**src/rtl/mem_pkg.sv**
```systemverilog
// Shared encodings for the memory-stage sequencer: funct3 access sizes,
// the load marker on ResultSrc, the FSM state type and the fault predicate.
package mem_pkg;

    localparam logic [2:0] F3_LB  = 3'b000;
    localparam logic [2:0] F3_LH  = 3'b001;
    localparam logic [2:0] F3_LW  = 3'b010;
    localparam logic [2:0] F3_LBU = 3'b100;
    localparam logic [2:0] F3_LHU = 3'b101;
    localparam logic [2:0] F3_SB  = 3'b000;
    localparam logic [2:0] F3_SH  = 3'b001;
    localparam logic [2:0] F3_SW  = 3'b010;

    localparam logic [1:0] RS_LOAD = 2'b01;

    typedef enum logic [1:0] {IDLE = 2'd0, BUSY = 2'd1, DONE = 2'd2} state_t;

    // True for encodings no load or store may use, or an address not aligned to the size.
    function automatic logic access_bad(logic store, logic [2:0] f3, logic [1:0] off);
        logic illegal_f3;
        logic misaligned;
        illegal_f3 = (f3 == 3'b011) || (f3 == 3'b110) || (f3 == 3'b111) || (store && f3[2]);
        misaligned = ((f3[1:0] == 2'b01) && off[0]) || ((f3[1:0] == 2'b10) && (off != 2'b00));
        return illegal_f3 || misaligned;
    endfunction

endpackage

```
**src/rtl/mem_stage_ctrl_if.sv**
```systemverilog
// Data-memory request bus between the memory-stage sequencer (master) and memory (slave).
// Handshake: a request is held with mem_addr/mem_we/mem_wdata/mem_wstrb stable while
// mem_req=1; it completes on the first cycle with mem_req=1 and mem_ready=1.
interface mem_stage_ctrl_if;
    logic        mem_req;
    logic        mem_we;
    logic [31:0] mem_addr;
    logic [31:0] mem_wdata;
    logic [3:0]  mem_wstrb;
    logic        mem_ready;
    logic [31:0] mem_rdata;

    modport master (
        output mem_req, mem_we, mem_addr, mem_wdata, mem_wstrb,
        input  mem_ready, mem_rdata
    );

    modport slave (
        input  mem_req, mem_we, mem_addr, mem_wdata, mem_wstrb,
        output mem_ready, mem_rdata
    );
endinterface

```
**src/rtl/mem_lane_fmt.sv**
```systemverilog
// Byte-lane formatting: strobes and lane replication for stores,
// lane extraction with sign/zero extension for loads.
module mem_lane_fmt
    import mem_pkg::*;
(
    input  logic        store,
    input  logic [2:0]  st_funct3,
    input  logic [1:0]  st_off,
    input  logic [31:0] st_data,
    output logic [3:0]  wstrb,
    output logic [31:0] wdata,
    input  logic [2:0]  ld_funct3,
    input  logic [1:0]  ld_off,
    input  logic [31:0] ld_word,
    output logic [31:0] ld_data
);

    logic [7:0]  byte_sel;
    logic [15:0] half_sel;

    always_comb begin
        wstrb = 4'b0000;
        wdata = st_data;
        if (store) begin
            case (st_funct3)
                F3_SB: begin
                    wstrb = 4'b0001 << st_off;
                    wdata = {4{st_data[7:0]}};
                end
                F3_SH: begin
                    wstrb = st_off[1] ? 4'b1100 : 4'b0011;
                    wdata = {2{st_data[15:0]}};
                end
                F3_SW:   wstrb = 4'b1111;
                default: wstrb = 4'b0000;
            endcase
        end
    end

    always_comb begin
        case (ld_off)
            2'd0:    byte_sel = ld_word[7:0];
            2'd1:    byte_sel = ld_word[15:8];
            2'd2:    byte_sel = ld_word[23:16];
            default: byte_sel = ld_word[31:24];
        endcase
        half_sel = ld_off[1] ? ld_word[31:16] : ld_word[15:0];
        case (ld_funct3)
            F3_LB:   ld_data = {{24{byte_sel[7]}}, byte_sel};
            F3_LH:   ld_data = {{16{half_sel[15]}}, half_sel};
            F3_LBU:  ld_data = {24'h0, byte_sel};
            F3_LHU:  ld_data = {16'h0, half_sel};
            F3_LW:   ld_data = ld_word;
            default: ld_data = 32'h0;
        endcase
    end

endmodule

```
**src/rtl/mem_stage_ctrl.sv**
```systemverilog
// Memory-stage access sequencer: issues one data-memory request per M-stage
// load/store, stalls the pipeline while it is outstanding, flags faults and timeouts.
module mem_stage_ctrl
    import mem_pkg::*;
#(
    parameter int MAX_WAIT = 15
) (
    input  logic              clk,
    input  logic              reset,
    input  logic              MemWriteM,
    input  logic [1:0]        ResultSrcM,
    input  logic [2:0]        funct3M,
    input  logic [31:0]       ALUResultM,
    input  logic [31:0]       WriteDataM,
    mem_stage_ctrl_if.master  bus,
    output logic              StallMem,
    output logic [31:0]       ReadDataM,
    output logic              MemFaultM,
    output state_t            dbg_state
);

    localparam logic [7:0] MAX_WAIT_C = 8'(MAX_WAIT);

    state_t      state;
    logic [7:0]  wait_cnt;
    logic [2:0]  f3_q;
    logic [1:0]  off_q;
    logic [31:0] rdata_q;

    logic        store;
    logic        acc;
    logic        bad;
    logic [3:0]  fmt_wstrb;
    logic [31:0] fmt_wdata;
    logic [31:0] ld_data;

    // A store flag wins over a simultaneous load marker.
    assign store = MemWriteM;
    assign acc   = MemWriteM || (ResultSrcM == RS_LOAD);
    assign bad   = acc && access_bad(store, funct3M, ALUResultM[1:0]);

    assign StallMem  = ((state == IDLE) && acc && !bad) || (state == BUSY);
    assign ReadDataM = (state == DONE) ? ld_data : 32'h0;
    assign dbg_state = state;

    mem_lane_fmt u_fmt (
        .store     (store),
        .st_funct3 (funct3M),
        .st_off    (ALUResultM[1:0]),
        .st_data   (WriteDataM),
        .wstrb     (fmt_wstrb),
        .wdata     (fmt_wdata),
        .ld_funct3 (f3_q),
        .ld_off    (off_q),
        .ld_word   (rdata_q),
        .ld_data   (ld_data)
    );

    always_ff @(posedge clk or posedge reset) begin
        if (reset) begin
            state         <= IDLE;
            wait_cnt      <= 8'd0;
            f3_q          <= 3'b000;
            off_q         <= 2'b00;
            rdata_q       <= 32'h0;
            MemFaultM     <= 1'b0;
            bus.mem_req   <= 1'b0;
            bus.mem_we    <= 1'b0;
            bus.mem_addr  <= 32'h0;
            bus.mem_wdata <= 32'h0;
            bus.mem_wstrb <= 4'b0000;
        end else begin
            MemFaultM <= 1'b0;
            case (state)
                IDLE: begin
                    if (acc && bad) begin
                        MemFaultM <= 1'b1;
                    end else if (acc) begin
                        state         <= BUSY;
                        wait_cnt      <= 8'd1;
                        f3_q          <= funct3M;
                        off_q         <= ALUResultM[1:0];
                        bus.mem_req   <= 1'b1;
                        bus.mem_we    <= store;
                        bus.mem_addr  <= {ALUResultM[31:2], 2'b00};
                        bus.mem_wdata <= fmt_wdata;
                        bus.mem_wstrb <= fmt_wstrb;
                    end
                end
                BUSY: begin
                    // Completion on the last allowed cycle beats the timeout.
                    if (bus.mem_ready) begin
                        rdata_q     <= bus.mem_rdata;
                        bus.mem_req <= 1'b0;
                        state       <= DONE;
                    end else if (wait_cnt == MAX_WAIT_C) begin
                        rdata_q     <= 32'h0;
                        bus.mem_req <= 1'b0;
                        MemFaultM   <= 1'b1;
                        state       <= DONE;
                    end else begin
                        wait_cnt <= wait_cnt + 8'd1;
                    end
                end
                DONE: begin
                    wait_cnt <= 8'd0;
                    state    <= IDLE;
                end
                default: state <= IDLE;
            endcase
        end
    end

endmodule

```
**src/flat_wrapper.sv**
```systemverilog
// flat-port wrapper written by rule: the top's interface ports become plain ports
module mem_stage_ctrl_flat import mem_pkg::*;
#(
    parameter int MAX_WAIT = 15
)
  (clk, reset, MemWriteM, ResultSrcM, funct3M, ALUResultM, WriteDataM, StallMem, ReadDataM, MemFaultM, dbg_state, bus_mem_req, bus_mem_we, bus_mem_addr, bus_mem_wdata, bus_mem_wstrb, bus_mem_ready, bus_mem_rdata);
  mem_stage_ctrl_if bus_i ();
  input  logic clk;
  input  logic reset;
  input  logic MemWriteM;
  input  logic [1:0] ResultSrcM;
  input  logic [2:0] funct3M;
  input  logic [31:0] ALUResultM;
  input  logic [31:0] WriteDataM;
  output logic StallMem;
  output logic [31:0] ReadDataM;
  output logic MemFaultM;
  output state_t dbg_state;
  output wire logic [$bits(bus_i.mem_req)-1:0] bus_mem_req;
  output wire logic [$bits(bus_i.mem_we)-1:0] bus_mem_we;
  output wire logic [$bits(bus_i.mem_addr)-1:0] bus_mem_addr;
  output wire logic [$bits(bus_i.mem_wdata)-1:0] bus_mem_wdata;
  output wire logic [$bits(bus_i.mem_wstrb)-1:0] bus_mem_wstrb;
  input wire logic [$bits(bus_i.mem_ready)-1:0] bus_mem_ready;
  input wire logic [$bits(bus_i.mem_rdata)-1:0] bus_mem_rdata;
  assign bus_mem_req = bus_i.mem_req;
  assign bus_mem_we = bus_i.mem_we;
  assign bus_mem_addr = bus_i.mem_addr;
  assign bus_mem_wdata = bus_i.mem_wdata;
  assign bus_mem_wstrb = bus_i.mem_wstrb;
  assign bus_i.mem_ready = bus_mem_ready;
  assign bus_i.mem_rdata = bus_mem_rdata;
  mem_stage_ctrl #(.MAX_WAIT(MAX_WAIT)) u_core (.clk(clk), .reset(reset), .MemWriteM(MemWriteM), .ResultSrcM(ResultSrcM), .funct3M(funct3M), .ALUResultM(ALUResultM), .WriteDataM(WriteDataM), .bus(bus_i), .StallMem(StallMem), .ReadDataM(ReadDataM), .MemFaultM(MemFaultM), .dbg_state(dbg_state));
endmodule
```
**config.mk**
```make
export PLATFORM = sky130hd
export DESIGN_NAME = mem_stage_ctrl_flat
export DESIGN_NICKNAME = d
export VERILOG_FILES = /design/src/rtl/mem_pkg.sv /design/src/rtl/mem_stage_ctrl_if.sv /design/src/rtl/mem_lane_fmt.sv /design/src/rtl/mem_stage_ctrl.sv /design/src/flat_wrapper.sv
export SDC_FILE = /design/constraint.sdc
export NUM_CORES = 1
export LEC_CHECK = 0
export ABC_AREA = 0
export ABC_CLOCK_PERIOD_IN_PS = 4700
export CELL_PAD_IN_SITES_DETAIL_PLACEMENT = 1
export CELL_PAD_IN_SITES_GLOBAL_PLACEMENT = 2
export CORE_ASPECT_RATIO = 2
export CORE_MARGIN = 1
export CORE_UTILIZATION = 26
export CTS_CLUSTER_SIZE = 14
export DETAILED_ROUTE_END_ITERATION = 16
export PLACE_DENSITY = 0.78
export SLEW_MARGIN = 10
export SYNTH_ARGS = -nofsm -noshare
export SYNTH_HDL_FRONTEND = slang
export SYNTH_SLANG_ARGS = --single-unit
```
**constraint.sdc**
```tcl
create_clock -name clk -period 4.7 [get_ports clk]
set_input_delay 0.94 -clock clk [delete_from_list [all_inputs] [get_ports clk]]
set_output_delay 0.94 -clock clk [all_outputs]
set_load 0.03 [all_outputs]
```
==> results.sh, run 1 <==
export IMPL_cts_setup_buffers=0
export IMPL_layout_nets=901
export IMPL_timing_rr_start="u_core.dbg_state[1]"
export IMPL_yosys_warnings=0
export IMPL_dieWidth_um=106.4
export IMPL_initial_core_util=0.2639
export IMPL_cp_required_ns=3.76
export IMPL_min_path_cells=2
export IMPL_critPathMaxFanout=17
export IMPL_clock_skew_ns=0.006880
export IMPL_rsz0062_at_grt="no"
export IMPL_drive_gt1_frac=0.07098
export IMPL_post_cts_resized=0
export IMPL_min_to="u_core.bus.mem_wdata[6]"
export IMPL_tightest_slew_ns=1.017
export IMPL_cts_max_path_buffers=2
export IMPL_fin_crit_sh=0.8527
export IMPL_critPathLaunchType="flip-flop"
export IMPL_grt_pass1_wl_mm=33.73
export IMPL_drc_errors=0
export IMPL_drv_slew=0
export IMPL_clock_sinks=116
export IMPL_cts_tree="yes"
export IMPL_async_flop_share=1.000
export IMPL_io_pin_count=211
export IMPL_antenna_cells=0
export IMPL_syn_area_mm2=0.005672
export IMPL_vias=5403
export IMPL_setup_violations_final=0
export IMPL_root_buffer="clkbuf_16"
export IMPL_drv_cap=0
export IMPL_ant_nets=0
export IMPL_layout_commonest_cell="clkdlybuf4s50_1"
export IMPL_syn_to_final_growth_pct=51.00
export IMPL_min_delay_start="u_core.bus.mem_wdata[6]"
export IMPL_vias_per_cell=5.021
export IMPL_rows=76
export IMPL_critPathKind="reg2out"
export IMPL_crit_path_end_kind="primary output"
export IMPL_mostFrequentLayoutCells="clkdlybuf4s50_1, nand2_1, dfrtp_1"
export IMPL_cts_made_buffers=17
export IMPL_status="finished, final reports clean"
export IMPL_p_leak_nw=3.701
export IMPL_holdBufCountCts=0
export IMPL_crit_arrival_ns=3.07
export IMPL_grt_overflow_total=0
export IMPL_ys_types=49
export IMPL_io_buffers=208
export IMPL_power_density_mw_per_mm2=683.0
export IMPL_ys_dominant_reg_cell="dfrtp_1"
export IMPL_ff2ff_path_depth=6
export IMPL_synth_edf_count=0
export IMPL_routed_wl_mm=21.45
export IMPL_hpwl_mm=15.95
export IMPL_synth_seq_area_share=0.5118
export IMPL_grt_start_max_net_pins=100
export IMPL_place_congestion=0.8833
export IMPL_regToRegSetupSlack_ns=2.30
export IMPL_reg2reg_to="u_core.wait_cnt[1]"
export IMPL_worstSkewPairLatency_ns=0.41
export IMPL_fin_setup_tns_ns=0
export IMPL_min_period_ns=4.008
export IMPL_die_area_mm2=0.02244
export IMPL_hold_viol=0
export IMPL_core_area_mm2=0.02149
export IMPL_htreeDepth=4
export IMPL_drt_pre_antenna_iters=4
export IMPL_ir_drop_uv=315.5
export IMPL_max_clock_freq_mhz=249.5
export IMPL_grt_pass1_vias=6016
export IMPL_clkTransAtPathRegs_ns=0.05
export IMPL_antenna_found_initial=0
export IMPL_postSynthCellCount=598
export IMPL_avgSynthCellArea_um2=9.484
export IMPL_die_h_um=210.9
export IMPL_max_slew_margin=0.3217
export IMPL_drt_iter0_drc=266
export IMPL_design_power_total_mw=5.849
export IMPL_min_delay_path_class="reg2reg"
export IMPL_ys_ff_latch=116
export IMPL_grt_total_usage=0.1988
export IMPL_wl_per_cell_um=19.93
==> per-stage QoR <==
step | hold WS [ns] | area (um2) | setup slack, ns | utilization | instances
finish | 0.4716 | 8564 | 0.6922 | 0.3985 | 1076
global route | 0.4905 | 8564 | 0.4839 | 0.3985 | 1076
CTS | 0.4787 | 8564 | 0.6566 | 0.3985 | 1076
detailed placement | 0.4642 | 8000 | 1.137 | 0.3723 | 1046
global placement | 0.4567 | 8000 | 1.231 | 0.3723 | 1046
floorplan | 0.4796 | 5675 | 0.6876 | - | 599
==> cells by family after synthesis <==
family,share of synthesized area
and+or+nand+nor,0.1800
AOI/OAI and AO/OA,0.2052
DFF,0.5118
buffers and inverters,0.04192
muxes,0.05162
adders and majority gates,0.008825
other,0.0006612
==> area by class of cell <==
type                    count  area (um2)
well taps                 273       341.6
multi-input cells         431        2552
clock inverters             4       45.04
repair buffers            219        2175
inverters                   7       28.78
flip-flops and latches    116        2903
fillers                  2472       12930
clock buffers              26       519.2
==> worst max path at each step <==
stage	start	to	slack [ns]	cells past startpoint
after floorplan	reset	u_core.MemFaultM	0.69	1
after global placement	u_core.dbg_state[0]	ReadDataM[26]	1.23	6
after detailed placement	u_core.dbg_state[0]	ReadDataM[29]	1.14	6
after CTS	u_core.dbg_state[0]	ReadDataM[29]	0.66	6
after global routing	u_core.dbg_state[0]	ReadDataM[31]	0.48	6
final	u_core.dbg_state[0]	ReadDataM[29]	0.69	6
==> routing by layer <==
metal / track usage / routed length, um
met5: 0 / 0
met4: 0.09872 / 775
met3: 0.04474 / 1149
met2: 0.3715 / 11780
met1: 0.2040 / 7742
==> cell usage after synthesis (3+ instances only) <==
| cell type | number | area [um2] |
|---|---|---|
| nand2_1 | 183 | 686.9 |
| dfrtp_1 | 116 | 2903 |
| a21oi_1 | 36 | 180.2 |
| a22o_1 | 36 | 315.3 |
| nor2_1 | 26 | 97.59 |
| clkbuf_1 | 25 | 93.84 |
| o31ai_1 | 17 | 127.6 |
| a22oi_1 | 15 | 112.6 |
| buf_2 | 13 | 65.06 |
| o21ai_1 | 13 | 65.06 |
| nor2b_1 | 11 | 68.82 |
| mux2i_1 | 9 | 90.09 |
| a211oi_1 | 8 | 60.06 |
| buf_4 | 7 | 52.55 |
| inv_1 | 7 | 26.28 |
| mux4_2 | 7 | 157.7 |
| o311ai_0 | 7 | 61.31 |
| o21ai_0 | 6 | 30.03 |
| ha_1 | 4 | 50.05 |
| nand2b_1 | 4 | 25.02 |
| o211ai_1 | 4 | 30.03 |
| and2_1 | 3 | 18.77 |
| mux2_1 | 3 | 33.78 |
| nand3_1 | 3 | 15.01 |
| nor3_1 | 3 | 15.01 |
==> sequential cells by signal, indices dropped and copies added (netlist names), 2 cells and up <==
name	cells
u_core.bus.mem_addr	30
u_core.bus.mem_wdata	32
u_core.bus.mem_wstrb	4
u_core.dbg_state	2
u_core.f3_q	3
u_core.off_q	2
u_core.rdata_q	32
u_core.wait_cnt	8
==> worst max-delay path, stage by stage (launching register included) <==
cell,delay [ns]
dfrtp_1,0.39
inv_1,0.12
ha_1,0.21
nand2_1,0.34
or2_0,0.61
a21oi_1,0.27
clkdlybuf4s50_1,0.71
==> where the power goes <==
group,internal [mW],switching [mW],total [mW],leakage [nW]
sequential,1.44,0.421,1.86,1.46
combinational,1.13,1.61,2.75,1.96
clock,0.802,0.441,1.24,0.282
total,3.37,2.48,5.85,3.70
No activity file was read; power rests on OpenSTA's default activity.
==> inputs of run 2 (changes only) <==
REMOVE_ABC_BUFFERS = 1   (was default)
==> results.sh, run 2 (synthesis gave the netlist of run 1 again) <==
export IMPL_status="finished, final reports clean"
export IMPL_core_area_mm2=0.02149
export IMPL_grt_start_max_net_pins=100
export IMPL_layout_nets=904
export IMPL_clock_skew_ns=0.009612
export IMPL_cp_required_ns=3.76
export IMPL_layout_commonest_cell="clkdlybuf4s50_1"
export IMPL_crit_arrival_ns=3.05
export IMPL_ff2ff_path_depth=6
export IMPL_intPower_mw=3.478
export IMPL_grt_pass1_wl_mm=34.02
export IMPL_grt_overflow_total=0
export IMPL_top_regs="u_core.bus.mem_wdata x32, u_core.rdata_q x32, u_core.bus.mem_addr x30"
export IMPL_mostFrequentLayoutCells="clkdlybuf4s50_1, nand2_1, dfrtp_1"
export IMPL_initial_core_util=0.2639
export IMPL_io_buffers=208
export IMPL_critPathKind="in2out"
export IMPL_worstSkewPairLatency_ns=0.43
export IMPL_critPathLaunchType="input pin"
export IMPL_drc_errors=0
export IMPL_antenna_found_initial=0
export IMPL_min_path_cells=2
export IMPL_rsz0062_at_grt="no"
export IMPL_io_pin_count=211
export IMPL_rows=76
export IMPL_slowest_delay_ns=0.68
export IMPL_drt_iter0_drc=191
export IMPL_final_cells=1081
export IMPL_min_period_ns=3.990
export IMPL_power_density_mw_per_mm2=691.1
export IMPL_cts_max_path_buffers=2
export IMPL_vias=5429
export IMPL_cp_cell_sequence="clkdlybuf4s50_1 -> a221oi_2 -> o221ai_4 -> nand2_1 -> clkdlybuf4s50_1"
export IMPL_ir_drop_uv=323.1
export IMPL_vias_per_cell=5.022
export IMPL_holdBufCountCts=0
export IMPL_max_slew_margin=0.2877
export IMPL_die_area_mm2=0.02244
export IMPL_drv_slew=0
export IMPL_min_delay_path_class="reg2reg"
export IMPL_final_util=0.4011
export IMPL_syn_to_final_growth_pct=52.00
export IMPL_clock_sinks=116
export IMPL_post_cts_resized=0
export IMPL_crit_slowest_cell="clkdlybuf4s50_1"
export IMPL_setup_violations_final=0
export IMPL_p_seq_frac=0.303
export IMPL_critPathMaxFanout=7
export IMPL_p_leak_nw=3.727
export IMPL_cp_common_cell="clkdlybuf4s50_1"
export IMPL_grt_total_usage=0.2001
export IMPL_htreeDepth=4
export IMPL_p_sw_mw=2.481
export IMPL_max_clock_freq_mhz=250.6
export IMPL_cts_made_buffers=17
export IMPL_place_congestion=0.8707
export IMPL_post_place_cells=1049
export IMPL_switching_share=0.4163
export IMPL_drive_gt1_frac=0.07550
export IMPL_ant_nets=0
export IMPL_antenna_cells=0
export IMPL_drv_cap=0
export IMPL_dieWidth_um=106.4
export IMPL_design_power_total_mw=5.958
export IMPL_share_comb_of_total_power=0.468
export IMPL_worst_hold_slack_ns=0.4737
export IMPL_clkTransAtPathRegs_ns=0.06
export IMPL_cts_tree="yes"
export IMPL_fin_crit_sh=0.8490
export IMPL_die_h_um=210.9
export IMPL_root_buffer="clkbuf_16"
export IMPL_tightest_slew_ns=1.068
export IMPL_wl_per_cell_um=19.70
export IMPL_hpwl_mm=15.65
export IMPL_routed_wl_mm=21.30
export IMPL_grt_pass1_vias=6185
export IMPL_crit_path_end_kind="primary output"
export IMPL_clockPowerShare=0.230
export IMPL_drt_pre_antenna_iters=4
export IMPL_cts_setup_buffers=0
export IMPL_hold_viol=0
==> run 2: changes by cell type in the layout (fill, tap and decap cells not counted), moves of 3 or more <==
cell	previous run	this run
buf_4	11	14
bufinv_16	1	4
clkbuf_8	6	1
clkinv_2	3	6
==> run 2: worst paths after layout <==
path / start / endpoint / slack, ns
worst min-delay path: u_core.bus.mem_wdata[3] / u_core.bus.mem_wdata[3] / 0.47
worst min register to register: u_core.bus.mem_wdata[3] / u_core.bus.mem_wdata[3] / 0.47
min in group asynchronous: reset / u_core.MemFaultM / 1.12
worst max-delay path: MemWriteM / StallMem / 0.71
max in group asynchronous: reset / u_core.bus.mem_addr[4] / 2.68
worst max register to register: u_core.dbg_state[0] / u_core.wait_cnt[2] / 2.27
==> run 2: cell type report <==
class / instances / area [um2]
sequential: 116 / 2903
tap: 273 / 341.6
timing repair buffer: 222 / 2187
multi-input combinational: 431 / 2552
clock inverter: 11 / 157.7
clock buffer: 21 / 450.4
fill: 2461 / 12870
inverter: 7 / 28.78
==> run 2: per-layer routing <==
| layer | share of wire | global-route usage |
|---|---|---|
| met5 | 0 | 0 |
| met4 | 0.035 | 0.09684 |
| met1 | 0.36 | 0.1981 |
| met3 | 0.043 | 0.04011 |
| met2 | 0.57 | 0.3867 |
==> run 2: critical path, delay by kind of cell <==
family,cells,cell delay [ns]
buf+inv,2,1.26
simple gates,1,0.13
compound gates,2,0.71
==> run 2: power by group through the flow <==
| stage | clock, mW | sequential (mW) | combinational, mW |
|---|---|---|---|
| final | 1.37 | 1.80 | 2.79 |
| after global routing | 1.44 | 1.87 | 2.99 |
| after CTS | 1.41 | 1.81 | 2.81 |
| after detailed placement | 0 | 1.82 | 2.80 |
| after global placement | 0 | 1.79 | 2.73 |
| after floorplan | 0 | 2.30 | 1.05 |
==> run 2: stage by stage <==
| step | setup TNS, ns | setup WS [ns] | cell area, um2 |
|---|---|---|---|
| 6_report | 0 | 0.7096 | 8621 |
| 3_5_place_dp | 0 | 0.7191 | 8013 |
| 5_1_grt | 0 | 0.5875 | 8621 |
| 3_3_place_gp | 0 | 0.7774 | 8013 |
| 2_1_floorplan | -0.06085 | -0.06085 | 5464 |
| 4_1_cts | 0 | 0.7173 | 8621 |
==> inputs of run 3 (changes only) <==
ABC_CLOCK_PERIOD_IN_PS = 3650   (was 4700)
CORE_UTILIZATION = 23   (was 26)
PLACE_DENSITY = 0.73   (was 0.78)
clock period = 3.65 ns   (was 4.7 ns; I/O delays follow)
==> results.sh, run 3 (synthesis gave the netlist of run 1 again) <==
export IMPL_status="finished, final reports clean"
export IMPL_antenna_found_initial=1
export IMPL_fin_crit_sh=0.9418
export IMPL_core_area_mm2=0.02432
export IMPL_cts_setup_buffers=0
export IMPL_io_pin_count=211
export IMPL_crit_slowest_cell="clkdlybuf4s50_1"
export IMPL_max_clock_freq_mhz=290.9
export IMPL_place_congestion=0.7593
export IMPL_fin_setup_tns_ns=0
export IMPL_cts_max_path_buffers=2
export IMPL_final_util=0.3575
export IMPL_slowest_delay_ns=0.63
export IMPL_clkTransAtPathRegs_ns=0.06
export IMPL_syn_to_final_growth_pct=53.30
export IMPL_critPathLaunchType="flip-flop"
export IMPL_post_cts_resized=0
export IMPL_rsz0062_at_grt="no"
export IMPL_cpLargestDelayFamily="buffers and inverters"
export IMPL_initial_core_util=0.2332
export IMPL_drc_errors=0
export IMPL_grt_pass1_vias=5727
export IMPL_grt_overflow_total=0
export IMPL_dp_slack_ns=0.4455
export IMPL_power_density_mw_per_mm2=886.1
export IMPL_final_cells=1103
export IMPL_wl_per_cell_um=19.08
export IMPL_cp_required_ns=2.92
export IMPL_cts_made_buffers=17
export IMPL_hold_viol=0
export IMPL_design_power_total_mw=7.704
export IMPL_holdBufCountCts=0
export IMPL_clock_skew_ns=0.008819
export IMPL_worst_path_buf_inv=3
export IMPL_crit_path_end_kind="primary output"
export IMPL_die_h_um=224.1
export IMPL_drt_iter0_drc=280
export IMPL_layout_nets=909
export IMPL_cp_cell_sequence="buf_4 -> mux2i_1 -> nor2_1 -> o21ai_2 -> buf_4 -> a21oi_1 -> clkdlybuf4s50_1"
export IMPL_rows=81
export IMPL_routed_wl_mm=21.05
export IMPL_grt_total_usage=0.1738
export IMPL_min_delay_path_class="reg2reg"
export IMPL_grt_start_max_net_pins=100
export IMPL_dieWidth_um=113.0
export IMPL_vias=5307
export IMPL_fin_ws_ns=0.2124
export IMPL_min_period_ns=3.438
export IMPL_root_buffer="clkbuf_16"
export IMPL_cts_tree="yes"
export IMPL_clock_sinks=116
export IMPL_p_leak_nw=3.802
export IMPL_die_area_mm2=0.02533
export IMPL_post_place_cells=1071
export IMPL_layout_commonest_cell="clkdlybuf4s50_1"
export IMPL_setup_violations_final=0
export IMPL_drt_pre_antenna_iters=4
export IMPL_worstSkewPairLatency_ns=0.43
export IMPL_drive_gt1_frac=0.1010
export IMPL_top_regs="u_core.bus.mem_wdata x32, u_core.rdata_q x32, u_core.bus.mem_addr x30"
export IMPL_critPathKind="reg2out"
export IMPL_hpwl_mm=15.43
export IMPL_mostFrequentLayoutCells="clkdlybuf4s50_1, nand2_1, dfrtp_1"
export IMPL_drv_slew=0
export IMPL_drv_cap=0
export IMPL_crit_arrival_ns=2.71
export IMPL_tightest_slew_ns=1.062
export IMPL_io_buffers=208
export IMPL_ir_drop_uv=394.6
export IMPL_vias_per_cell=4.811
export IMPL_critPathMaxFanout=17
export IMPL_grt_pass1_wl_mm=33.18
export IMPL_max_slew_margin=0.2917
export IMPL_ant_nets=0
export IMPL_cp_common_cell="buf_4"
export IMPL_htreeDepth=4
run 3: worst paths after layout:
check | start | slack [ns] | cells after the start | to
min | u_core.bus.mem_addr[19] | 0.47 | 2 | u_core.bus.mem_addr[19]
max | u_core.off_q[1] | 0.21 | 7 | ReadDataM[31]
max in group asynchronous | reset | 2.28 | 3 | u_core.bus.mem_addr[17]
min reg2reg | u_core.bus.mem_addr[19] | 0.47 | 2 | u_core.bus.mem_addr[19]
max reg2reg | u_core.dbg_state[1] | 1.49 | 7 | u_core.wait_cnt[2]
min in group asynchronous | reset | 0.67 | 2 | u_core.rdata_q[25]
run 3: layer usage:
layer,track usage,share of wire
met3,0.03301,0.038
met4,0.07598,0.020
met1,0.1787,0.37
met2,0.3337,0.58
met5,0,0
run 3: report_power, final:
part / internal [mW] / switching [mW] / leakage [nW]
logic: 1.51 / 2.14 / 2.04
clock network: 1.17 / 0.608 / 0.304
registers: 1.85 / 0.427 / 1.46
total: 4.53 / 3.17 / 3.80
run 3: layout make-up:
class                      count  area (um2)
clock inverter                 9       152.6
antenna                        1       2.502
clock buffer                  22       464.2
fill                        2771       15630
inverter                       7       28.78
tap                          290       362.8
sequential                   116        2903
multi-input combinational    431        2561
timing repair buffer         227        2220
run 3: worst min-delay path: stages, from the launching register on:
cell	delay, ns
dfrtp_1	0.34
nand2_1	0.05
nand2_1	0.05
run 3: per-stage QoR:
step	hold WS, ns	area (um2)
2_1_floorplan	0.4796	5464
4_1_cts	0.4764	8692
5_1_grt	0.4959	8695
3_5_place_dp	0.4620	8075
6_report	0.4724	8695
3_3_place_gp	0.4577	8075
